--- config.mk ---
export PLATFORM = sky130hd
export DESIGN_NAME = lab1_sys_pio_debounce_in
export DESIGN_NICKNAME = d
export VERILOG_FILES = /design/src/rtl/lab1_sys_pio_debounce_in.sv
export SDC_FILE = /design/constraint.sdc
export NUM_CORES = 1
export LEC_CHECK = 0
export BUFFER_PORTS_ARGS = -buffer_cell sky130_fd_sc_hd__buf_2
export CORE_MARGIN = 3
export CORE_UTILIZATION = 60
export DETAILED_ROUTE_END_ITERATION = 8
export PLACE_DENSITY = 0.85
export SLEW_MARGIN = 30
export SYNTH_ARGS = -nofsm -noshare
export SYNTH_HDL_FRONTEND = slang
export SYNTH_SLANG_ARGS = --single-unit
export TNS_END_PERCENT = 30
--- constraint.sdc ---
create_clock -name clk -period 3.2 [get_ports clk]
set_input_delay 0.64 -clock clk [delete_from_list [all_inputs] [get_ports clk]]
set_output_delay 0.64 -clock clk [all_outputs]
set_load 0.01 [all_outputs]
--- src/rtl/lab1_sys_pio_debounce_in.sv ---
// Avalon-MM input PIO: per-channel two-flop synchroniser, debounce counter,
// programmable rise/fall edge capture and a level IRQ built from registers only.
module lab1_sys_pio_debounce_in #(
    parameter int WIDTH           = 8,
    parameter int DEBOUNCE_CYCLES = 16
) (
    input  logic              clk,
    input  logic              reset,
    input  logic [2:0]        address,
    input  logic              chipselect,
    input  logic              write_n,
    input  logic [31:0]       writedata,
    output logic [31:0]       readdata,
    input  logic [WIDTH-1:0]  in_port,
    output logic              irq
);
    localparam int CNT_W = $clog2(DEBOUNCE_CYCLES) + 1;

    logic [WIDTH-1:0]       r_sync1;
    logic [WIDTH-1:0]       r_sync2;
    logic [WIDTH-1:0]       r_stable;
    logic [WIDTH*CNT_W-1:0] r_cnt;
    logic [WIDTH-1:0]       r_edge_cap;
    logic [WIDTH-1:0]       r_irq_mask;
    logic [WIDTH-1:0]       r_rise_en;
    logic [WIDTH-1:0]       r_fall_en;
    logic [31:0]            r_readdata;

    logic [WIDTH*CNT_W-1:0] w_cnt_next;
    logic [WIDTH-1:0]       w_update;
    logic [WIDTH-1:0]       w_capture;
    logic [WIDTH-1:0]       w_wdata;
    logic                   w_wr;
    logic [31:0]            w_rd_mux;
    logic                   w_unused_wdata;

    assign w_wr           = chipselect & ~write_n;
    assign w_wdata        = writedata[WIDTH-1:0];
    assign w_unused_wdata = ^writedata;

    // Each channel counts consecutive cycles that sync2 disagrees with the
    // accepted level; any agreement (a bounce back) restarts the count.
    genvar gi;
    generate
        for (gi = 0; gi < WIDTH; gi++) begin : g_chan
            logic             w_differ;
            logic             w_at_limit;
            logic [CNT_W-1:0] w_cnt;

            assign w_cnt      = r_cnt[gi*CNT_W +: CNT_W];
            assign w_differ   = r_sync2[gi] ^ r_stable[gi];
            assign w_at_limit = (w_cnt == CNT_W'(DEBOUNCE_CYCLES - 1));
            assign w_update[gi] = w_differ & w_at_limit;
            assign w_cnt_next[gi*CNT_W +: CNT_W] =
                (!w_differ || w_at_limit) ? '0 : w_cnt + CNT_W'(1);
            assign w_capture[gi] =
                (w_update[gi] &  r_sync2[gi] & r_rise_en[gi]) |
                (w_update[gi] & ~r_sync2[gi] & r_fall_en[gi]);
        end
    endgenerate

    always_comb begin
        w_rd_mux = '0;
        case (address)
            3'd0:    w_rd_mux[WIDTH-1:0] = r_stable;
            3'd1:    w_rd_mux[WIDTH-1:0] = r_sync2;
            3'd2:    w_rd_mux[WIDTH-1:0] = r_irq_mask;
            3'd3:    w_rd_mux[WIDTH-1:0] = r_edge_cap;
            3'd4:    w_rd_mux[WIDTH-1:0] = r_rise_en;
            3'd5:    w_rd_mux[WIDTH-1:0] = r_fall_en;
            default: w_rd_mux = '0;
        endcase
    end

    always_ff @(posedge clk) begin
        if (reset) begin
            r_sync1    <= '0;
            r_sync2    <= '0;
            r_stable   <= '0;
            r_cnt      <= '0;
            r_edge_cap <= '0;
            r_irq_mask <= '0;
            r_rise_en  <= '1;
            r_fall_en  <= '1;
            r_readdata <= '0;
        end else begin
            r_sync1    <= in_port;
            r_sync2    <= r_sync1;
            // An update only fires when sync2 differs, so flipping is the new level.
            r_stable   <= r_stable ^ w_update;
            r_cnt      <= w_cnt_next;
            r_readdata <= w_rd_mux;

            // Capture is OR-ed after the clear so a coincident event survives.
            if (w_wr && address == 3'd3)
                r_edge_cap <= (r_edge_cap & ~w_wdata) | w_capture;
            else
                r_edge_cap <= r_edge_cap | w_capture;

            if (w_wr && address == 3'd2) r_irq_mask <= w_wdata;
            if (w_wr && address == 3'd4) r_rise_en  <= w_wdata;
            if (w_wr && address == 3'd5) r_fall_en  <= w_wdata;
        end
    end

    assign readdata = r_readdata;
    assign irq      = |(r_edge_cap & r_irq_mask);

endmodule

==> Word-level counts from Yosys, hierarchy flattened <==
Index checks and enable logic that the tools add are counted.
{ "classes": {"n_addsub": 8, "bitwise_logic": 72, "reduce_logical": 30, "muxes": 2, "eq_ne": 13} }
{ "op_table": {"columns": ["op", "n"], "rows": [
  ["$pmux 8 s6", 1],
  ["$and 1x1->1", 41],
  ["$add 5x1->5 const B", 8],
  ["$eq 5x4->1 const B", 8],
  ["$and 8x8->8", 2],
  ["$or 8x8->8", 2],
  ["$reduce_or 2->1", 8],
  ["$not 1->1", 9],
  ["$logic_not 1->1", 8],
  ["$logic_or 1x1->1", 8],
  ["$mux 8", 1],
  ["$not 8->8", 1],
  ["$or 1x1->1", 8],
  ["$reduce_or 8->1", 1],
  ["$xor 1x1->1", 8],
  ["$xor 8x8->8", 1],
  ["$eq 3x2->1 const B", 2],
  ["$eq 3x3->1 const B", 2],
  ["$logic_and 1x1->1", 4],
  ["$eq 3x1->1 const B", 1],
  ["$logic_not 3->1", 1]
]} }
{ "totals": {"inputBits": 47, "elab_cells": 142, "output_inout_bits": 33, "ff_bits": 128} }

==> Longest topological paths before layout <==
Gate-level depths: netlist of run 1.
{ "logic_depth": {"depth_word": 7, "ltp_mapped": 6, "ltp_nobuf": 5} }

==> Least setup slack after synthesis of run 1 <==
No wires, ideal clock.
{ "synth_timing": {"path_type": "input to register", "startpoint": "input port address[0]", "endpoint": "register r_irq_mask[3]", "t_arrival_ns": 1.473, "cell_stages": 5, "t_required_ns": 3.068, "path_slack_ns": 1.594, "setup_ns": 0.132, "path_buffers": 2, "cell_sequence": "buf_6 -> or3b_1 -> buf_2 -> o21ai_0 -> a21oi_1"} }
{ "synth_via": {"elab_chain_cells": 2} }
{ "synth_rtl": {"columns": ["item", "line_no", "rtl"], "rows": [
  ["start, declared", "9", "input logic [2:0] address,"],
  ["$eq 3x2->1", "100", "if (w_wr && address == 3'd2) r_irq_mask <= w_wdata;"],
  ["$logic_and 1x1->1", "100", null],
  ["end signal, assigned", "100", null],
  ["end, declared", "24", "logic [WIDTH-1:0] r_irq_mask;"]
]} }
Every way passes these cells.
A chain may end at the register's enable or synchronous reset.

==> Worst setup path in the final report of run 1 <==
{ "layout_timing": {"startpoint": "input port address[0]", "endpoint": "register r_fall_en[6]"} }
{ "layout_via": {"elab_chain_cells": 2} }
{ "layout_rtl": {"columns": ["item", "line_no", "rtl"], "rows": [
  ["$eq 3x3->1", "102", "if (w_wr && address == 3'd5) r_fall_en <= w_wdata;"],
  ["$logic_and 1x1->1", "102", null],
  ["end signal, assigned", "102", null],
  ["end, declared", "26", "logic [WIDTH-1:0] r_fall_en;"]
]} }
Every way passes these cells.

==> flow_summary_export.csv, run 1 <==
group,metric,value,unit
run_status,run_status,"finished, final reports clean",
critical_path,critPathArrivalTime,2.22,ns
clock_network,h-tree-depth,3,
die,floorplan.core_area,7370,µm²
critical_path,reg2reg_setup_slack,1.59,ns
detailed_routing,drcViolationCount,0,
finish,area_growth,6.43,%
critical_path,start_kind,"input port",
placement,placed_area,4700,µm²
die,die_area,8770,µm²
sta,finalSetupViolations,0,
critical_path,crit_start,"address[0]",
yosys,yosysTopAreaCell,"dfxtp_1",
detailed_routing,drtPass1Iterations,5,
clock_network,clk_pin_slew_worst_paths,0.10,ns
clock_network,cts_setup_buffers,0,
global_routing,overflow,0,
yosys,seq_area_frac_synth,45.1,%
sta,post-route-min-period,1.95,ns
global_routing,grt_pass1_vias,3123,
clock_network,cts_hold_buf,0,
global_routing,grt_max_degree,34,
global_routing,grt_pass1_wl,14.3,mm
finish,finalNetCount,553,
run,maxCapViolCount,0,
sta,fmax,513,MHz
sta,hold_viol,0,
yosys,ys_top_cells_by_area,"dfxtp_1 45%, ha_1 4.3%, buf_4 4.2%",
clock_network,cts_tree,"yes",
yosys,synth_top_flop_cell,"dfxtp_1",
worst_hold_path,hp-class,"flop to flop",
detailed_routing,via_per_inst,5.70,
worst_hold_path,worstHoldStart,"r_sync1[5]",
yosys,syn_avg_cell_area,9.92,µm²
critical_path,end_kind,"flop",
detailed_routing,wl,8.76,mm
critical_path,path_class,"input port to flop",
yosys,synth-edff-count,0,
yosys,synthesis.area,4610,µm²
detailed_routing,drt-initial-drc-count,313,
sta,rsz0062_at_grt,"no",
power_and_ir_drop,p_per_area,471,nW/µm²
power_and_ir_drop,ir_drop,0.355,mV
yosys,synth_top_cell_area_share,45.1,%
clock_network,cts_resized,0,
yosys,ys_seq_elements,104,
yosys,postSynthCellCount,465,
placement,dp_hpwl,6.01,mm
global_routing,grtUsageTotal,20.8,%
die,num_io_pins,80,
placement,port_buffers,31,
critical_path,required,3.46,ns
sta,finalSetupTns,0,ns
finish,n_antenna_cell,0,
yosys,ys_warn_count,0,
global_routing,antenna_found_initial,0,
sta,max_slew_margin,52.0,%
clock_network,cts.path.max_buffers,2,
placement,place_congestion,0.836,
detailed_routing,routedWlPerCell,14.8,µm
sta,max_slew.worst_pin.slew,0.719,ns
clock_network,clock_sinks,104,
sta,drv_slew,0,
critical_path,reg2reg_from,"r_cnt[25]",
detailed_routing,vias,3385,
sta,skew,0.00636,ns
die,die-width,93.7,µm
die,die-height,93.7,µm
clock_network,cts_root_buf,"clkbuf_8",
detailed_routing,antenna_left,0,
yosys,yosysUniqueCellTypes,45,
critical_path,path_max_fanout,25,
clock_network,cts_buffers,9,
die,initial_core_util,62.6,%
power_and_ir_drop,power.leakage,2.04,nW
clock_network,clk_latency,0.37,ns
sta,timing.final.crit_share,61.0,%
die,num_rows,31,
power_and_ir_drop,p_total,0.00231,W
finish,final_area,4910,µm²
finish,drive_gt1_share,15.4,%
yosys,synth-async-reset-ratio,0,%
[synthesized netlist by cell type, types with 2 or more instances]
cell type	instances
buf_6	4
and3b_1	17
a22oi_1	9
or3_1	8
o31ai_1	8
a211o_1	16
dfxtp_1	104
buf_4	26
xnor2_1	16
o21ai_0	9
nand2_1	2
nand2b_1	2
clkbuf_1	8
mux2i_1	12
buf_2	5
and3_1	18
clkinv_1	3
o22ai_1	3
a21oi_1	16
a211oi_1	2
mux4_2	5
xor2_1	8
mux2_2	7
ha_1	16
nand3_1	16
and4b_1	2
and3_2	6
nor2_1	52
inv_1	26
o21ai_1	7
nor2b_1	18
[per-layer routing]
| metal | share of wire (%) | vias up | track usage (%) |
|---|---|---|---|
| met4 | 2.7 | 0 | 10.3 |
| li1 | - | 1614 | - |
| met1 | 43 | 1639 | 25.8 |
| met2 | 48 | 109 | 33.8 |
| met3 | 6.4 | 23 | 4.89 |
| met5 | 0 | - | 0 |
[path summary, 6_finish.rpt]
check / end / cells past startpoint
setup / recovery: r_fall_en[6] / 4
hold reg to reg: r_sync2[5] / 1
hold / removal: r_sync2[5] / 1
setup reg to reg: r_cnt[28] / 5
[logic make-up (layout without fill, tap and decap cells)]
kind of cell	count (synthesis)	count (layout)	share of synthesized area [%]
simple gates	149	149	18.9
fa+ha+maj	16	16	4.34
buf+inv	73	80	9.20
xor+xnor	24	24	4.56
compound gates	74	74	11.1
mux	24	24	6.76
other cells	1	24	0.0813
flops	104	104	45.1
[per-stage QoR]
stage                     std cells  setup slack, ns  hold slack (ns)  utilization, %
final                           594             1.25            0.446            66.6
after global routing            594             1.13            0.462            66.6
after CTS                       594             1.27            0.449            66.6
after detailed placement        578            0.869            0.427            63.8
after global placement          578            0.881            0.418            63.8
after floorplan                 488             1.59            0.414               -
[critical path, stage by stage]
cell     delay (ns)
buf_2          0.51
and3b_1        0.48
nand2_2        0.24
a211o_1        0.34
[cells in the final DEF (no fill, tap or decap), types with 2 or more instances in the layout]
master,synthesis,routed
dfxtp_1,104,104
nor2_1,52,52
buf_2,5,31
inv_1,26,26
conb_1,1,24
and3_1,18,18
nor2b_1,18,18
and3b_1,17,17
xnor2_1,16,16
nand3_1,16,16
a21oi_1,16,16
a211o_1,16,16
ha_1,16,16
mux2i_1,12,12
a22oi_1,9,9
o21ai_0,9,9
clkbuf_8,0,9
or3_1,8,8
xor2_1,8,8
o31ai_1,8,8
o21ai_1,7,7
mux2_2,7,7
and3_2,6,6
mux4_2,5,5
clkinv_1,3,3
o22ai_1,3,3
buf_4,26,3
nand2b_1,2,2
and4b_1,2,2
a211oi_1,2,2
nand2_1,2,2
clkinv_4,0,2
[final cells by class]
class	instances	area, µm²
repair buffers	35	198
clock inverters	7	80.1
flip-flops and latches	104	2080
fillers	574	2460
clock buffers	9	124
multi-input cells	311	2190
well taps	99	124
inverters	29	109
[state kept, by name, summed over array words and instances, names as in the netlist, named ones only]
signal,cells
r_sync2,8
readdata,8
r_rise_en,8
r_sync1,8
r_edge_cap,8
r_irq_mask,8
r_fall_en,8
r_cnt,40
[power by group]
part | internal (W) | switching (W)
logic | 0.0000570 | 0.0000949
clock network | 0.000371 | 0.000459
registers | 0.00132 | 0.0000141
total | 0.00174 | 0.000568
No activity file was read; power rests on OpenSTA's default activity.
==> run 2, diff against run 1 <==
--- a/config.mk
+++ b/config.mk
@@ -7,9 +7,9 @@
 export LEC_CHECK = 0
 export BUFFER_PORTS_ARGS = -buffer_cell sky130_fd_sc_hd__buf_2
 export CORE_MARGIN = 3
-export CORE_UTILIZATION = 60
+export CORE_UTILIZATION = 56
 export DETAILED_ROUTE_END_ITERATION = 8
-export PLACE_DENSITY = 0.85
+export PLACE_DENSITY = 0.8
 export SLEW_MARGIN = 30
 export SYNTH_ARGS = -nofsm -noshare
 export SYNTH_HDL_FRONTEND = slang
==> constraint.sdc (replaced) <==
create_clock -name clk -period 1.96 [get_ports clk]
set_input_delay 0.392 -clock clk [delete_from_list [all_inputs] [get_ports clk]]
set_output_delay 0.392 -clock clk [all_outputs]
set_load 0.01 [all_outputs]
==> run 2 against run 1 <==
Net effect: critical path type is now flop to output port; sequential share of layout area down 0.51 points; worst setup slack worse by 0.94 ns; count of clock-buffer cells in the layout grew 2; die area rose by 6.7%; non-clock buffer count up 10; critical path depth is 1 lower.
==> flow_summary_export.csv, run 2 (synthesized netlist as in run 1, its figures left out) <==
group,metric,value,unit
die,floorplan.core_area,7850,µm²
die,num_io_pins,80,
placement,port_buffers,31,
critical_path,end_kind,"output port",
detailed_routing,vias,3343,
critical_path,critPathMaxStageDelay,0.35,ns
critical_path,path_class,"flop to output port",
die,die-height,96.8,µm
placement,dp_hpwl,6.33,mm
finish,area_growth,7.73,%
die,die_area,9360,µm²
critical_path,path_max_fanout,3,
sta,drv_slew,0,
finish,finalNetCount,563,
global_routing,grt_max_degree,28,
power_and_ir_drop,power_frac_comb,7.3,%
finish,final_common_cell,"dfxtp_1",
power_and_ir_drop,ir_drop,0.592,mV
sta,finalSetupTns,0,ns
detailed_routing,drcViolationCount,0,
clock_network,cts.path.max_buffers,2,
sta,post-route-min-period,1.65,ns
die,die-width,96.8,µm
finish,layout_common_cells,"104 x dfxtp_1, 52 x nor2_1, 31 x buf_2",
critical_path,crit_chain,"a22oi_1 > nand4_1 > buf_2",
clock_network,cts_hold_buf,0,
detailed_routing,routedWlPerCell,14.4,µm
clock_network,cts_root_buf,"clkbuf_8",
placement,place_congestion,0.883,
finish,n_antenna_cell,0,
power_and_ir_drop,p_sw_share,24.2,%
clock_network,cts_resized,0,
sta,skew,0.0120,ns
clock_network,cts_buffers,9,
power_and_ir_drop,seqPwrFrac,59.9,%
critical_path,slowest_stage,"dfxtp_1",
detailed_routing,drtPass1Iterations,4,
clock_network,clk_pin_slew_worst_paths,0.09,ns
critical_path,critPathArrivalTime,1.26,ns
sta,fmax,605,MHz
power_and_ir_drop,intPower,0.00275,W
die,initial_core_util,58.8,%
critical_path,start_kind,"flop",
die,num_rows,32,
sta,hold_viol,0,
finish,largest_register_ffs,40,
finish,drive_gt1_share,16.7,%
power_and_ir_drop,p_clk_share,32.8,%
sta,fin_hold_ws,0.235,ns
detailed_routing,wl,8.72,mm
run_status,run_status,"finished, final reports clean",
clock_network,cts_tree,"yes",
power_and_ir_drop,p_per_area,730,nW/µm²
run,maxCapViolCount,0,
detailed_routing,antenna_left,0,
sta,rsz0062_at_grt,"no",
global_routing,overflow,0,
clock_network,cts_setup_buffers,0,
detailed_routing,drt-initial-drc-count,212,
sta,finalSetupViolations,0,
clock_network,clk_latency,0.36,ns
power_and_ir_drop,power_switching,0.000876,W
clock_network,h-tree-depth,3,
global_routing,grt_pass1_vias,3143,
global_routing,grt_pass1_wl,14.8,mm
worst_hold_path,hp-class,"input port to flop",
power_and_ir_drop,power.leakage,2.07,nW
sta,timing.final.crit_share,84.3,%
finish,top_register,"r_cnt",
global_routing,grtUsageTotal,19.2,%
clock_network,clock_sinks,104,
detailed_routing,via_per_inst,5.52,
critical_path,required,1.57,ns
global_routing,antenna_found_initial,0,
## run 2: routing by layer
metal	share of wire [%]	wire (µm)	GRT usage, %
met5	0	0	0
met4	1.2	106	5.83
met3	6.7	583	4.90
met2	49	4250	30.6
met1	43	3780	25.7
## run 2: final timing paths
path | start | endpoint | slack (ns) | cells after the start
hold reg to reg | r_sync1[0] | r_sync2[0] | 0.45 | 1
hold / removal | in_port[1] | r_sync1[1] | 0.24 | 2
setup reg to reg | r_cnt[20] | r_cnt[23] | 0.32 | 5
setup / recovery | r_edge_cap[7] | irq | 0.31 | 3
## run 2: stage by stage
stage	util [%]	std cells	cell area, µm²	total power [W]	setup WS, ns
3_5_place_dp	61.1	591	4800	0.00248	0.162
6_report	63.3	606	4970	0.00363	0.307
2_1_floorplan	-	488	4700	0.00243	0.482
5_1_grt	63.3	606	4970	0.00378	0.222
3_3_place_gp	61.1	591	4800	0.00248	0.169
4_1_cts	63.3	606	4970	0.00366	0.266
## run 2: power by group through the flow
stage	Clock [W]	Combinational (W)	Sequential (W)
after floorplan	0	0.000211	0.00222
after global placement	0	0.000258	0.00222
after detailed placement	0	0.000262	0.00222
after CTS	0.00123	0.000262	0.00217
after global routing	0.00131	0.000290	0.00218
final	0.00119	0.000264	0.00217
## run 2: cell type report
| cell class | instances | area, µm² |
|---|---|---|
| Timing Repair Buffer | 45 | 285 |
| Inverter | 29 | 109 |
| Tap cell | 102 | 128 |
| Multi-Input combinational cell | 311 | 2190 |
| Clock buffer | 11 | 141 |
| Fill cell | 655 | 2880 |
| Clock inverter | 4 | 31.3 |
| Sequential cell | 104 | 2080 |
## run 2: worst max-delay path, delay by kind of cell (launching register included)
family,cells,cell delay [ns]
compound gates,1,0.23
buf+inv,1,0.17
flops,1,0.35
simple gates,1,0.16
